--- src/rtl/fetch_stage_pkg.sv ---
// Shared definitions for the instruction-fetch stage and the logic that
// consumes its outputs (decode, control, hazard detection).
//   OP_HALT / OP_NOP : opcode field values (instruction bits [15:11])
//   NOP_INSTR_DEF    : instruction word injected into IF/ID on reset/flush
//   fetch_state_t    : fetch FSM states
//   if_id_t          : one IF/ID entry {instr, pc_plus2}
//   is_halt()        : opcode decode for HALT
package fetch_stage_pkg;

    localparam logic [4:0]  OP_HALT       = 5'b00000;
    localparam logic [4:0]  OP_NOP        = 5'b00001;
    localparam logic [15:0] NOP_INSTR_DEF = {OP_NOP, 11'b0};

    typedef enum logic [2:0] {
        ST_WARM,
        ST_FETCH,
        ST_WAIT,
        ST_DISCARD,
        ST_HALTED
    } fetch_state_t;

    typedef struct packed {
        logic [15:0] instr;
        logic [15:0] pc_plus2;
    } if_id_t;

    function automatic logic is_halt(input logic [15:0] word);
        return word[15:11] == OP_HALT;
    endfunction

endpackage

--- src/rtl/fetch_skid_buf.sv ---
// One-entry skid buffer holding an IF/ID entry that arrived while decode
// was stalled.
//   clk, rst : clock, synchronous active-high reset
//   load     : capture din (buffer becomes full)
//   drain    : entry consumed by IF/ID (buffer becomes empty)
//   clear    : discard the entry (redirect)
//   din      : entry to capture
//   full     : buffer holds a valid entry
//   dout     : buffered entry
module fetch_skid_buf
    import fetch_stage_pkg::*;
(
    input  logic   clk,
    input  logic   rst,
    input  logic   load,
    input  logic   drain,
    input  logic   clear,
    input  if_id_t din,
    output logic   full,
    output if_id_t dout
);

    always_ff @(posedge clk) begin
        if (rst || clear) begin
            full <= 1'b0;
            dout <= '0;
        end else if (load) begin
            full <= 1'b1;
            dout <= din;
        end else if (drain) begin
            full <= 1'b0;
        end
    end

endmodule

--- src/rtl/fetch_stage.sv ---
// Instruction-fetch stage: owns the PC, issues reads to instruction memory
// and holds the IF/ID register feeding decode.
//   clk, rst     : clock, synchronous active-high reset
//   stall        : decode cannot accept; IF/ID held
//   redirect     : taken branch/jump this cycle, target on redirect_pc
//   redirect_pc  : redirect target (bit 0 forced to 0)
//   imem_rdata   : instruction word from memory
//   imem_done    : imem_rdata valid this cycle
//   imem_rd      : read request, held until imem_done
//   imem_addr    : read address, stable while imem_rd is high
//   instruc      : IF/ID instruction
//   pc_plus2     : IF/ID PC+2 of instruc
//   inst_valid   : instruc is a real fetched instruction
//   late_rst     : 0 = decode treats instruc as NOP
//   halted       : HALT fetched, fetch frozen
module fetch_stage
    import fetch_stage_pkg::*;
#(
    parameter logic [15:0] RESET_PC  = 16'h0000,
    parameter logic [15:0] NOP_INSTR = NOP_INSTR_DEF
) (
    input  logic        clk,
    input  logic        rst,
    input  logic        stall,
    input  logic        redirect,
    input  logic [15:0] redirect_pc,
    input  logic [15:0] imem_rdata,
    input  logic        imem_done,
    output logic        imem_rd,
    output logic [15:0] imem_addr,
    output logic [15:0] instruc,
    output logic [15:0] pc_plus2,
    output logic        inst_valid,
    output logic        late_rst,
    output logic        halted
);

    fetch_state_t state;
    logic [15:0]  pc;
    logic [15:0]  pc_inc;
    logic [15:0]  redirect_tgt;
    logic [15:0]  reset_pc_al;

    logic         accept;
    logic         skid_load;
    logic         skid_drain;
    logic         skid_clear;
    logic         skid_full;
    if_id_t       skid_out;
    if_id_t       resp;

    assign pc_inc       = pc + 16'd2;
    assign redirect_tgt = redirect_pc & 16'hFFFE;
    assign reset_pc_al  = RESET_PC & 16'hFFFE;

    always_comb begin
        accept     = imem_rd && imem_done && !redirect &&
                     ((state == ST_FETCH) || (state == ST_WAIT));
        // imem_rd is low whenever the skid is full, so a drain and an
        // accepted response never coincide.
        skid_drain = skid_full && !stall && !redirect && (state == ST_FETCH);
        skid_load  = accept && stall;
        skid_clear = redirect && (state != ST_WARM);
        resp       = '{instr: imem_rdata, pc_plus2: pc_inc};
    end

    fetch_skid_buf u_skid (
        .clk   (clk),
        .rst   (rst),
        .load  (skid_load),
        .drain (skid_drain),
        .clear (skid_clear),
        .din   (resp),
        .full  (skid_full),
        .dout  (skid_out)
    );

    // imem_addr is a separate register from pc so that it stays on the
    // squashed address while DISCARD waits out the in-flight read.
    always_ff @(posedge clk) begin
        if (rst) begin
            state      <= ST_WARM;
            pc         <= reset_pc_al;
            imem_addr  <= reset_pc_al;
            imem_rd    <= 1'b0;
            instruc    <= NOP_INSTR;
            pc_plus2   <= '0;
            inst_valid <= 1'b0;
            late_rst   <= 1'b0;
            halted     <= 1'b0;
        end else if (state == ST_WARM) begin
            state    <= ST_FETCH;
            late_rst <= 1'b1;
            imem_rd  <= 1'b1;
        end else if (redirect) begin
            pc         <= redirect_tgt;
            instruc    <= NOP_INSTR;
            inst_valid <= 1'b0;
            halted     <= 1'b0;
            imem_rd    <= 1'b1;
            if (imem_rd && !imem_done) begin
                state <= ST_DISCARD;
            end else begin
                state     <= ST_FETCH;
                imem_addr <= redirect_tgt;
            end
        end else begin
            case (state)
                ST_FETCH, ST_WAIT: begin
                    if (skid_drain) begin
                        instruc    <= skid_out.instr;
                        pc_plus2   <= skid_out.pc_plus2;
                        inst_valid <= 1'b1;
                        if (is_halt(skid_out.instr)) begin
                            state   <= ST_HALTED;
                            halted  <= 1'b1;
                            imem_rd <= 1'b0;
                        end else begin
                            imem_rd <= 1'b1;
                        end
                    end else if (accept) begin
                        pc        <= pc_inc;
                        imem_addr <= pc_inc;
                        state     <= ST_FETCH;
                        if (stall) begin
                            imem_rd <= 1'b0;
                        end else begin
                            instruc    <= imem_rdata;
                            pc_plus2   <= pc_inc;
                            inst_valid <= 1'b1;
                            if (is_halt(imem_rdata)) begin
                                state   <= ST_HALTED;
                                halted  <= 1'b1;
                                imem_rd <= 1'b0;
                            end else begin
                                imem_rd <= 1'b1;
                            end
                        end
                    end else if (imem_rd) begin
                        state <= ST_WAIT;
                    end
                end
                ST_DISCARD: begin
                    if (imem_done) begin
                        state     <= ST_FETCH;
                        imem_addr <= pc;
                    end
                end
                default: begin
                end
            endcase
        end
    end

endmodule

--- config.mk ---
export PLATFORM = sky130hd
export DESIGN_NAME = fetch_stage
export DESIGN_NICKNAME = d
export VERILOG_FILES = /design/src/rtl/fetch_stage_pkg.sv /design/src/rtl/fetch_skid_buf.sv /design/src/rtl/fetch_stage.sv
export SDC_FILE = /design/constraint.sdc
export NUM_CORES = 1
export LEC_CHECK = 0
export ABC_AREA = 1
export ABC_CLOCK_PERIOD_IN_PS = 1550
export CORE_ASPECT_RATIO = 0.75
export CORE_MARGIN = 2
export CORE_UTILIZATION = 30
export CTS_CLUSTER_DIAMETER = 100
export DETAILED_ROUTE_END_ITERATION = 6
export GPL_ROUTABILITY_DRIVEN = 1
export SYNTH_ARGS = -nofsm -noshare
export SYNTH_HDL_FRONTEND = slang
export SYNTH_SLANG_ARGS = --single-unit
--- constraint.sdc ---
create_clock -name clk -period 1.55 [get_ports clk]
set_clock_uncertainty 0.15 [all_clocks]
set_input_delay 0.2325 -clock clk [delete_from_list [all_inputs] [get_ports clk]]
set_output_delay 0.2325 -clock clk [all_outputs]
set_load 0.01 [all_outputs]
==> run_results.csv <==
group,metric,value,unit
run_status,outcome,"complete, but fails checks",
run_status,violations,"negative setup slack",
synth,ys_ff_latch,101,
route,route.detailed.vias_per_inst,4.86,
worst_hold_path,instance_count_along_the_most_critical_hold_path,2,
floorplanning,placeableCoreArea,16800,sq um
worst_hold_path,hold_path_end,"u_skid.dout[24]$_SDFFE_PP0P_",
synth,synth-main-ff-cell,"sky130_fd_sc_hd__dfxtp_1",
worst_setup_path,critical_path.n_buffers_inverters,2,
route,drt_first_iter_violations,426,
grt,grt_pass1_vias,5255,
route,via_count,5767,
worst_setup_path,crit_path_end_kind,"flop",
synth,per_instance_average_area_after_synthesis,6.62,sq um
synth,syn-num-nets,815,
cts,clock_tree.buffer_depth,2,
route,routed_wirelength,17.8,mm
worst_setup_path,critical_path.most_common_cell,"sky130_fd_sc_hd__nand2_4",
floorplanning,rows,41,
power,static-leakage-power,3.73,nW
placement,place.detailed.hpwl,11.9,mm
worst_setup_path,crit_required,1.65,ns
grt,grt.total_usage,19.0,%
cts,clockRootBuffer,"sky130_fd_sc_hd__clkbuf_16",
grt,grt_first_pass_wirelength,27.9,mm
cts,number_of_clock_sinks_seen_by_cts,101,
cts,numCtsBuffers,9,
floorplanning,initial_utilization,30.6,%
synth,ys_types,33,
worst_setup_path,cpPeakStageDelay,0.38,ns
grt,grt_max_degree,36,
timing,setup_viol,99,
timing,final_critical_delay_including_setup_and_external_delays,1.73,ns
synth,synth_seq_area_share,39.3,%
timing,layout_worst_path_cycle_share,112,%
worst_hold_path,hold_path_startpoint,"u_skid.dout[24]$_SDFFE_PP0P_",
layout,syn2layout_area_growth,63.2,%
worst_setup_path,setup.worst_path.class,"flop to flop",
power,ir_drop,561,uV
layout,layout.cells.most_common_list,"150 x sky130_fd_sc_hd__nand2_1, 98 x sky130_fd_sc_hd__buf_4, 92 x sky130_fd_sc_hd__dfxtp_1",
grt,grt-ovfl-total,0,
route,drt-pass1-iter-count,5,
cts,post_cts_hold_buffer_count,0,
timing,fmax,577,MHz
floorplanning,die-width,155,microns
worst_setup_path,worstPathArrival,1.84,ns
layout,diodes,0,
route,routed_wire_length_per_instance,15.0,microns
worst_setup_path,cp_cell_sequence,"nand2_4 > nand2_4 > nor2_4 > nand2_4 > nor2_4 > buf_12 > inv_16 > o21ai_4 > a21oi_2",
power,post-layout-total-power,8.74,mW
timing,fin_tns_setup,-12.62,ns
layout,layout.nets,1005,
placement,weighted_congestion_reported_at_the_end_of_routability_driven_placement,0.915,
floorplanning,floorplan.io_pins,89,
worst_setup_path,regToRegEndpoint,"u_skid.dout[23]$_SDFFE_PP0P_",
worst_setup_path,startpoint_type,"flop",
cts,cts_tree,"yes",
layout,post_layout_nonfiller_instances,1187,
cts,worst_setup_hold_path_clk_slew,0.08,ns
floorplanning,die_area,18200,sq um
synth,synth_enable_flop_cells,0,
flow_run,total_of_max_cap_violations,0,
synth,syn-instance-count,777,
placement,pre_cts_ws,-0.636,ns
worst_setup_path,reg2reg_depth,9,
timing,grt_setup_unrepaired,"true",
placement,place_inst,1146,
worst_setup_path,r2r_setup_slack,-0.18,ns
synth,synthesis.area,5150,sq um
synth,synthArstFlopShare,0,%
timing,hold_viol_final,0,
grt,antenna_violations_before_repair,0,
cts,cts.htree.levels,3,
worst_setup_path,worstPathMaxFanout,35,
placement,port_buffers,86,
worst_hold_path,min-delay-path-class,"flop to flop",
worst_setup_path,worstReg2RegStart,"state[1]$_SDFFE_PP0P_",
layout,final_layout_size_suffix_gt1_share,34.0,%
synth,ys_warn_count,0,
worst_setup_path,cpLargestDelayFamily,"simple AND/OR/NAND/NOR gates",
route,drtAntennaViolNets,0,
timing,finalMaxSlewViolations,0,
power,power-per-cell-area,1040,nW/um^2
timing,layout_setup_ws,-0.184,ns
route,route.detailed.drc,0,
layout,final_common_cell,"sky130_fd_sc_hd__nand2_1",
cts,clock_insertion_delay_worst_skew,0.36,ns
floorplanning,die_h,117,microns
worst_setup_path,slowest_cell_on_the_critical_path,"sky130_fd_sc_hd__dfxtp_4",
final cells by class:
type,instances,area (sq um)
fill,1622,8430
multi-input combinational,551,3250
timing repair buffer,222,2160
sequential,101,2050
inverter,82,342
tap,215,269
clock buffer,10,229
clock inverter,6,100
state kept, by name, summed over array words and instances, names as in the netlist:
register     count
halted           1
imem_addr       16
imem_rd          1
inst_valid       1
instruc         16
late_rst         1
pc              15
pc_plus2        15
state            3
u_skid.dout     31
u_skid.full      1
how the worst max path moves through the flow:
| stage | start | end | depth (start not counted) |
|---|---|---|---|
| finish | state[1]$_SDFFE_PP0P_ | u_skid.dout[23]$_SDFFE_PP0P_ | 9 |
| global route | state[1]$_SDFFE_PP0P_ | state[1]$_SDFFE_PP0P_ | 8 |
| CTS | state[1]$_SDFFE_PP0P_ | imem_addr[11]$_SDFFE_PP0P_ | 10 |
| detailed placement | redirect | u_skid.dout[23]$_SDFFE_PP0P_ | 7 |
| global placement | redirect | u_skid.dout[18]$_SDFFE_PP0P_ | 7 |
| floorplan | state[1]$_SDFFE_PP0P_ | pc_plus2[10]$_SDFFE_PP0P_ | 9 |
cell usage after synthesis, types with 2 or more instances:
master | number | area share (%)
sky130_fd_sc_hd__dfxtp_1 | 101 | 39
sky130_fd_sc_hd__o21ai_0 | 57 | 5.5
sky130_fd_sc_hd__nor2_2 | 5 | 0.61
sky130_fd_sc_hd__buf_6 | 3 | 0.66
sky130_fd_sc_hd__o211ai_1 | 2 | 0.29
sky130_fd_sc_hd__nor2_4 | 5 | 1.1
sky130_fd_sc_hd__nand4_1 | 8 | 0.97
sky130_fd_sc_hd__nor2_1 | 78 | 5.7
sky130_fd_sc_hd__a31oi_1 | 6 | 0.73
sky130_fd_sc_hd__clkbuf_2 | 2 | 0.19
sky130_fd_sc_hd__a21oi_1 | 95 | 9.2
sky130_fd_sc_hd__buf_4 | 7 | 1.0
sky130_fd_sc_hd__nand2_4 | 2 | 0.44
sky130_fd_sc_hd__inv_2 | 7 | 0.51
sky130_fd_sc_hd__and2_1 | 2 | 0.24
sky130_fd_sc_hd__inv_1 | 75 | 5.5
sky130_fd_sc_hd__nand2_2 | 5 | 0.61
sky130_fd_sc_hd__nand3_1 | 60 | 5.8
sky130_fd_sc_hd__nand2_1 | 174 | 13
sky130_fd_sc_hd__buf_2 | 21 | 2.0
sky130_fd_sc_hd__a21oi_2 | 5 | 0.85
sky130_fd_sc_hd__clkbuf_1 | 9 | 0.66
sky130_fd_sc_hd__o21ai_1 | 36 | 3.5
sky130_fd_sc_hd__nor3_1 | 3 | 0.29
cell families after synthesis:
| logic type | after synthesis | synth area share, % |
|---|---|---|
| compound gates | 205 | 21.0 |
| simple gates | 343 | 28.6 |
| xor+xnor | 1 | 0.170 |
| buf+inv | 125 | 10.6 |
| flops | 101 | 39.3 |
| other cells | 1 | 0.0729 |
| fa+ha+maj | 1 | 0.243 |
repair_timing:
item,in CTS,in global routing
gates resized for setup,207,106
gates cloned,5,3
endpoints found under the hold margin,0,0
buffers inserted,13,8
pin swaps,44,50
setup endpoints to repair,151,100
tightest hold or removal path: stages (launching register included):
cell and delay [ns]:
sky130_fd_sc_hd__dfxtp_1 0.30, sky130_fd_sc_hd__inv_1 0.05, sky130_fd_sc_hd__a21oi_1 0.05
routing by layer:
metal | up-vias | global-route usage, % | wire length, microns
li1 | 2929 | - | -
met1 | 2661 | 29.3 | 9300
met2 | 159 | 27.3 | 7360
met3 | 18 | 3.62 | 916
met4 | 0 | 4.07 | 199
met5 | - | 0 | 0
per-stage QoR:
stage / hold slack [ns] / instance area, sq um / utilization [%]
after CTS: 0.300 / 7940 / 47.2
after global routing: 0.318 / 8400 / 49.9
final: 0.296 / 8400 / 49.9
after global placement: 0.283 / 7000 / 41.6
after floorplan: 0.227 / 5150 / -
after detailed placement: 0.288 / 7000 / 41.6
where the power goes:
group,switching (mW),internal [mW]
sequential,0.216,2.84
clock,1.11,1.45
combinational,1.67,1.46
total,2.99,5.75
Note: power is estimated with default switching activity, not from simulation.
